**src/rtl/eth_intr_pkg.sv**
```systemverilog
// Shared constants and types for the Ethernet MAC interrupt controller.
// The ETH_INTR_COALESCE_EN build uses intr_state_e for the holdoff FSM.
package eth_intr_pkg;

  localparam int NUM_SRC_DEF = 7;
  localparam int HOLD_W_DEF  = 16;

  localparam logic [1:0] ADDR_INT_SOURCE = 2'd0;
  localparam logic [1:0] ADDR_INT_MASK   = 2'd1;
  localparam logic [1:0] ADDR_INT_RAW    = 2'd2;
  localparam logic [1:0] ADDR_HOLDOFF    = 2'd3;

  typedef enum logic [2:0] {
    SRC_TXB  = 3'd0,
    SRC_TXE  = 3'd1,
    SRC_RXB  = 3'd2,
    SRC_RXE  = 3'd3,
    SRC_BUSY = 3'd4,
    SRC_TXC  = 3'd5,
    SRC_RXC  = 3'd6
  } src_e;

  typedef enum logic [1:0] {
    ST_IDLE   = 2'd0,
    ST_HOLD   = 2'd1,
    ST_ASSERT = 2'd2
  } intr_state_e;

endpackage

```
**src/rtl/eth_intr_holdoff.sv**
```systemverilog
// Interrupt coalescing FSM: delays intr by HOLDOFF cycles of continuous pending.
// Instantiated by eth_intr_ctrl only when ETH_INTR_COALESCE_EN is defined.
module eth_intr_holdoff #(
  parameter int HOLD_W = 16
) (
  input  logic              clk,
  input  logic              rst,
  input  logic              pending_next_i,
  input  logic [HOLD_W-1:0] holdoff_i,
  output logic              intr_o
);
  import eth_intr_pkg::*;

  localparam logic [HOLD_W-1:0] CNT_ONE = {{(HOLD_W-1){1'b0}}, 1'b1};
  localparam logic [HOLD_W-1:0] CNT_MAX = {HOLD_W{1'b1}};

  intr_state_e       state_q, state_d;
  logic [HOLD_W-1:0] cnt_q, cnt_d;
  logic              intr_q;

  // Next-state and counter logic
  always_comb begin
    state_d = state_q;
    cnt_d   = cnt_q;
    case (state_q)
      ST_IDLE: begin
        if (!pending_next_i) begin
          state_d = ST_IDLE;
        end else if (holdoff_i == {HOLD_W{1'b0}}) begin
          state_d = ST_ASSERT;
        end else begin
          state_d = ST_HOLD;
          cnt_d   = CNT_ONE;
        end
      end
      ST_HOLD: begin
        if (!pending_next_i) begin
          state_d = ST_IDLE;
        end else if (cnt_q == holdoff_i) begin
          state_d = ST_ASSERT;
        end else if (cnt_q != CNT_MAX) begin
          cnt_d = cnt_q + CNT_ONE;
        end else begin
          cnt_d = cnt_q;
        end
      end
      ST_ASSERT: begin
        if (!pending_next_i) begin
          state_d = ST_IDLE;
        end else begin
          state_d = ST_ASSERT;
        end
      end
      default: begin
        state_d = ST_IDLE;
        cnt_d   = {HOLD_W{1'b0}};
      end
    endcase
  end

  // State, counter and registered intr
  always_ff @(posedge clk) begin
    if (rst) begin
      state_q <= ST_IDLE;
      cnt_q   <= {HOLD_W{1'b0}};
      intr_q  <= 1'b0;
    end else begin
      state_q <= state_d;
      cnt_q   <= cnt_d;
      intr_q  <= (state_d == ST_ASSERT);
    end
  end

  assign intr_o = intr_q;

endmodule

```
**src/rtl/eth_intr_ctrl.sv**
```systemverilog
// Ethernet MAC interrupt aggregation: sticky W1C status, mask, registered intr.
// Define ETH_INTR_COALESCE_EN to add the HOLDOFF register and coalescing FSM.
module eth_intr_ctrl #(
  parameter int NUM_SRC = eth_intr_pkg::NUM_SRC_DEF,
  parameter int HOLD_W  = eth_intr_pkg::HOLD_W_DEF
) (
  input  logic               clk,
  input  logic               rst,
  input  logic [NUM_SRC-1:0] evt_i,
  input  logic               reg_wr,
  input  logic               reg_rd,
  input  logic [1:0]         reg_addr,
  input  logic [31:0]        reg_wdata,
  output logic [31:0]        reg_rdata,
  output logic               intr
);
  import eth_intr_pkg::*;

  logic [NUM_SRC-1:0] status_q, status_d, mask_q, mask_d, clr_s;
  logic [31:0]        rdata_q, rdata_d;
  logic [HOLD_W-1:0]  holdoff_rd_s;
  logic               pending_next_s;
  logic               unused_wdata_s;

  assign unused_wdata_s = ^reg_wdata;

  // Status/mask next state; a same-cycle event beats a W1C clear
  always_comb begin
    if (reg_wr && (reg_addr == ADDR_INT_SOURCE)) begin
      clr_s = reg_wdata[NUM_SRC-1:0];
    end else begin
      clr_s = {NUM_SRC{1'b0}};
    end
    status_d = (status_q & ~clr_s) | evt_i;
    if (reg_wr && (reg_addr == ADDR_INT_MASK)) begin
      mask_d = reg_wdata[NUM_SRC-1:0];
    end else begin
      mask_d = mask_q;
    end
    pending_next_s = |(status_d & mask_d);
  end

  // Read mux from pre-write register values
  always_comb begin
    rdata_d = rdata_q;
    if (reg_rd) begin
      rdata_d = 32'd0;
      case (reg_addr)
        ADDR_INT_SOURCE: rdata_d[NUM_SRC-1:0] = status_q & mask_q;
        ADDR_INT_MASK:   rdata_d[NUM_SRC-1:0] = mask_q;
        ADDR_INT_RAW:    rdata_d[NUM_SRC-1:0] = status_q;
        ADDR_HOLDOFF:    rdata_d[HOLD_W-1:0]  = holdoff_rd_s;
        default:         rdata_d              = 32'd0;
      endcase
    end else begin
      rdata_d = rdata_q;
    end
  end

  // Register file state
  always_ff @(posedge clk) begin
    if (rst) begin
      status_q <= {NUM_SRC{1'b0}};
      mask_q   <= {NUM_SRC{1'b0}};
      rdata_q  <= 32'd0;
    end else begin
      status_q <= status_d;
      mask_q   <= mask_d;
      rdata_q  <= rdata_d;
    end
  end

  assign reg_rdata = rdata_q;

`ifdef ETH_INTR_COALESCE_EN
  logic [HOLD_W-1:0] holdoff_q, holdoff_d;

  // HOLDOFF register write
  always_comb begin
    if (reg_wr && (reg_addr == ADDR_HOLDOFF)) begin
      holdoff_d = reg_wdata[HOLD_W-1:0];
    end else begin
      holdoff_d = holdoff_q;
    end
  end

  // HOLDOFF register
  always_ff @(posedge clk) begin
    if (rst) begin
      holdoff_q <= {HOLD_W{1'b0}};
    end else begin
      holdoff_q <= holdoff_d;
    end
  end

  assign holdoff_rd_s = holdoff_q;

  eth_intr_holdoff #(
    .HOLD_W(HOLD_W)
  ) u_holdoff (
    .clk           (clk),
    .rst           (rst),
    .pending_next_i(pending_next_s),
    .holdoff_i     (holdoff_q),
    .intr_o        (intr)
  );
`else
  logic intr_q;

  assign holdoff_rd_s = {HOLD_W{1'b0}};

  // intr follows pending with one cycle of latency
  always_ff @(posedge clk) begin
    if (rst) begin
      intr_q <= 1'b0;
    end else begin
      intr_q <= pending_next_s;
    end
  end

  assign intr = intr_q;
`endif

endmodule
```
**config.mk**
```make
export PLATFORM = sky130hd
export DESIGN_NAME = eth_intr_ctrl
export DESIGN_NICKNAME = d
export VERILOG_FILES = /design/src/rtl/eth_intr_pkg.sv /design/src/rtl/eth_intr_holdoff.sv /design/src/rtl/eth_intr_ctrl.sv
export SDC_FILE = /design/constraint.sdc
export NUM_CORES = 1
export LEC_CHECK = 0
export CORE_UTILIZATION = 25
export DETAILED_ROUTE_END_ITERATION = 7
export GPL_ROUTABILITY_DRIVEN = 0
export HOLD_SLACK_MARGIN = 0.02
export SKIP_LAST_GASP = 1
export SLEW_MARGIN = 10
export SYNTH_ARGS = -nofsm -noshare
export SYNTH_HDL_FRONTEND = slang
export SYNTH_SLANG_ARGS = --single-unit
```
**constraint.sdc**
```tcl
create_clock -name clk -period 3.2 [get_ports clk]
set_input_delay 0.48 -clock clk [delete_from_list [all_inputs] [get_ports clk]]
set_output_delay 0.48 -clock clk [all_outputs]
set_load 0.03 [all_outputs]
```
# Yosys cells after proc, flatten, opt, wreduce, memory -nomap -nowiden
# Index checks and enable logic that the tools add are counted.
# op_classes
n_bitwise	5
eq_ne	3
n_mux	3
n_reduce_logical	4
# op_table
op	count
case mux 7 bit (4 select lines)	1
bitwise AND 7 bit	3
two-way mux 7 bit	2
NOT 7 bit	1
bitwise OR 7 bit	1
OR reduction 7 bit	1
== test 2 bit, second input constant	2
== test 2 x 1 -> 1 bit, second input constant	1
logical AND 1 bit	2
logical NOT 2 bit	1
# word_totals
out_inout_bits	33
ff_bits	22
input_bits	45

# Longest topological paths before layout
# logic_depth
ltp_word	8
ltp_mapped	5
ltp_nobuf	4

# Least setup slack after synthesis
# No wires, ideal clock.
# synth_timing
path_kind	input to register
from	input port reg_addr[1]
to	register intr_q, in the netlist intr
path_stages	4
arrival_ns	1.420
n_path_buf	0
setup_slack_ns	1.641
path_cell_list	nand3b_4 > mux2_4 > a222oi_1 > a41oi_1
# synth_between
elab_chain_len	8
elab_cells_between_ends	11
classes_between	1 x eq/ne; 2 x mux; 4 x bitwise; 4 x reduce/logical
# synth_lines
item	line	rtl
from (decl)	eth_intr_ctrl.sv:12	input logic [1:0] reg_addr,
logical NOT 2 bit	eth_intr_ctrl.sv:29	if (reg_wr && (reg_addr == ADDR_INT_SOURCE)) begin
logical AND 1 bit	eth_intr_ctrl.sv:29	
two-way mux 7 bit	eth_intr_ctrl.sv:29	
NOT 7 bit	eth_intr_ctrl.sv:34	status_d = (status_q & ~clr_s) | evt_i;
bitwise AND 7 bit	eth_intr_ctrl.sv:34	
bitwise OR 7 bit	eth_intr_ctrl.sv:34	
bitwise AND 7 bit *	eth_intr_ctrl.sv:40	pending_next_s = |(status_d & mask_d);
OR reduction 7 bit *	eth_intr_ctrl.sv:40	
to (signal assigned)	eth_intr_ctrl.sv:117	intr_q <= pending_next_s;
to (decl)	eth_intr_ctrl.sv:108	logic intr_q;
# Every way passes the cells marked *; elsewhere a longest branch is shown, timed or not.
# A chain may end at the register's enable or synchronous reset.

# Final worst setup path
# layout_timing
from	input port reg_addr[0]
to	register intr_q, in the netlist intr
# Same word-level chain as after synthesis.

==> results.md <==
- Status: finished, final reports clean
- Slowest stage delay, CP: 0.78 ns
- Final Max Tran Viols: 0
- Worst hold path class: flop to flop
- H-tree levels: 1
- CP max stage cell: clkdlybuf4s50_1
- Die X-Extent: 69.8 µm
- First-pass GRT wire length: 3590 µm
- Reg2Reg Depth: 3
- Post-CTS Setup Bufs: 0
- Clock buffer depth: 2
- Final WL: 2110 µm
- Critical path endpoint category: flop
- Worst-Margin Slew: 0.753 ns
- Min Hold Slack: 0.471 ns
- Tot GR Track Use: 0.0944
- Slew HR: 0.496
- Final Util: 0.325
- Placed Instances: 196
- Area Growth Syn to Fin: 24.1%
- Total CTS buffers: 3
- Clock insertion delay at the later pin of the skew report: 0.26 ns
- Mapped cell area: 1150 µm²
- Hold Path Origin: reg_rdata[4]$_SDFFE_PP0P_
- Nets: 194
- Post-synthesis sequential area ratio: 0.383
- Reg clk slew, reported paths: 0.08 ns
- Post-synth top area share: 0.383
- Fin area: 1430 µm²
- IO Pins: 78
- Area occupied by multi-input gates: 572 µm²
- WL per Instance: 10.5 µm
- Detailed-route via count: 857
- WHS Path Cells: 2
- Cell-by-cell listing of the critical path: clkdlybuf4s50_1, nand3b_4, mux2_4, a222oi_1, a41oi_1
- Detail Placement HPWL: 1660 µm
- Peak supply drop: 0.115 mV
- Antenna Nets Post-Route: 0
- FP Rows: 24
- Synth warn: 0
- Synth cell types: 28
- Pre-CTS setup slack: 0.599 ns
- # diodes: 0
- Overall power: 0.634 mW
- #FFs+latches synth: 22
- Hold_buf cts: 0
- Fin crit share: 0.714
- TNS Setup: 0 ns
- Post-route non-filler standard cell count: 200
- CTS tree: built
- Critical path class: primary input to flop
- Largest cells by area after synthesis: dfxtp_1, buf_4, nor2b_1
- Reg2reg start: mask_q[4]$_SDFF_PP0_
- Unrepaired setup endpoints after global routing: no
- Worst Hold End: reg_rdata[4]$_SDFFE_PP0P_
- Clock skew: 0.00241 ns
- Cells after Synth: 121
- GRT overflow: 0
- Die Y: 69.8 µm
- CP Data Required Time: 3.31 ns
- Min Tclk post-route: 2.29 ns
- I/O Buffers: 27
- Startpoint class of the critical path: primary input
- Share of layout cells above drive strength 1: 0.0946
- DR iter-0 viols: 12
- Pin count of the biggest net entering global routing: 23
- PostCTS Resize Cnt: 0
- CP Buf/Inv Count: 1
- Filler instances: 467
- Setup crit start: reg_addr[0]
- Initial antenna violation count: 0
- CP top delay family: buffers and inverters
- Clk root buf: clkbuf_8
- Max-cap violations: 0
- Setup slack, reg-to-reg: 1.89 ns
- PwrDens: 445 nW/µm²
- Number of global-route vias before repair: 814
- Synth area leader: dfxtp_1
- CP arrival: 2.39 ns
- Dpl cell area: 1370 µm²
- Leakage: 0.582 nW
- R2R Path End: intr$_SDFF_PP0_
- Total die area: 4870 µm²
- Setup ws final: 0.915 ns
- CORE AREA: 4380 µm²
- CTS sink cnt: 22
- Flip-flop and latch area: 440 µm²
- # DRC: 0
- Fmax: 0.438 GHz
- Vias per cell: 4.29
- Initial Utilization: 0.262
- CP max FO: 12
- Final Hold Viols: 0
- DR pass1 iterations: 4
- Count of final setup violators: 0
- Syn avg cell area: 9.49 µm²
synthesized netlist by cell type:
cell type and instances:
a22oi_1 1, a222oi_1 1, a21boi_0 3, nor2_1 8, clkbuf_1 2, o21ba_2 1
mux2_4 1, o221ai_1 6, nand2b_1 7, mux2i_1 1, o211ai_1 1, nor3b_4 1
buf_2 1, buf_6 1, conb_1 1, nor2b_1 11, a31oi_1 4, a21o_1 1
buf_4 25, nand4bb_1 1, inv_1 4, nand3b_4 1, a41oi_1 1, a21oi_1 8
dfxtp_1 22, mux2_2 5, o21ai_0 1, o21bai_1 1
power by group:
group,switching (mW),internal [mW]
sequential,0.00746,0.289
combinational,0.0845,0.0553
clock,0.0881,0.110
total,0.180,0.454
flip-flops by register name, indices dropped and copies added (netlist names):
name,flops
reg_rdata,7
mask_q,7
status_q,7
intr,1
layout by cell type, fill, tap and decap left out, types with 3 or more instances in the layout:
master           netlist  final
nand2b_1               7      7
inv_1                  4      4
mux2_2                 5      5
nor2_1                 8      8
a21boi_0               3      3
conb_1                 1     25
o221ai_1               6      6
dfxtp_1               22     22
clkdlybuf4s50_1        0     27
a31oi_1                4      4
nor2b_1               11     11
a21oi_1                8      8
clkbuf_8               0      4
cell type report:
cell class                      count  area share
Sequential cell                    22       0.309
Tap cell                           52      0.0457
Timing Repair Buffer               28       0.195
Inverter                            4      0.0105
Clock buffer                        4      0.0386
Multi-Input combinational cell     90       0.401
layer usage:
metal	global-route usage	up-vias	wire, µm
met1	0.109	393	945
met4	0.0667	0	57
met2	0.155	34	970
met3	0.0189	5	133
met5	0	-	0
li1	-	425	-
logic make-up after synthesis:
logic type	synth area share
AND/OR/NAND/NOR	0.168
buffers and inverters	0.197
other	0.00326
AO/OA/AOI/OAI	0.178
multiplexers	0.0708
flip-flops	0.383
worst min-delay path: stages, from the launching register on:
cell and delay [ns]:
dfxtp_1 0.31, nand2b_1 0.06, a21oi_1 0.05
worst max-delay path by stage:
stage                           end  slack, ns  cells after the start
floorplan           intr$_SDFF_PP0_       1.64                      4
global placement    intr$_SDFF_PP0_       0.59                      5
detailed placement  intr$_SDFF_PP0_       0.60                      5
CTS                 intr$_SDFF_PP0_       0.88                      5
global route        intr$_SDFF_PP0_       0.84                      5
finish              intr$_SDFF_PP0_       0.91                      5
(Power assumes the default switching activity.)
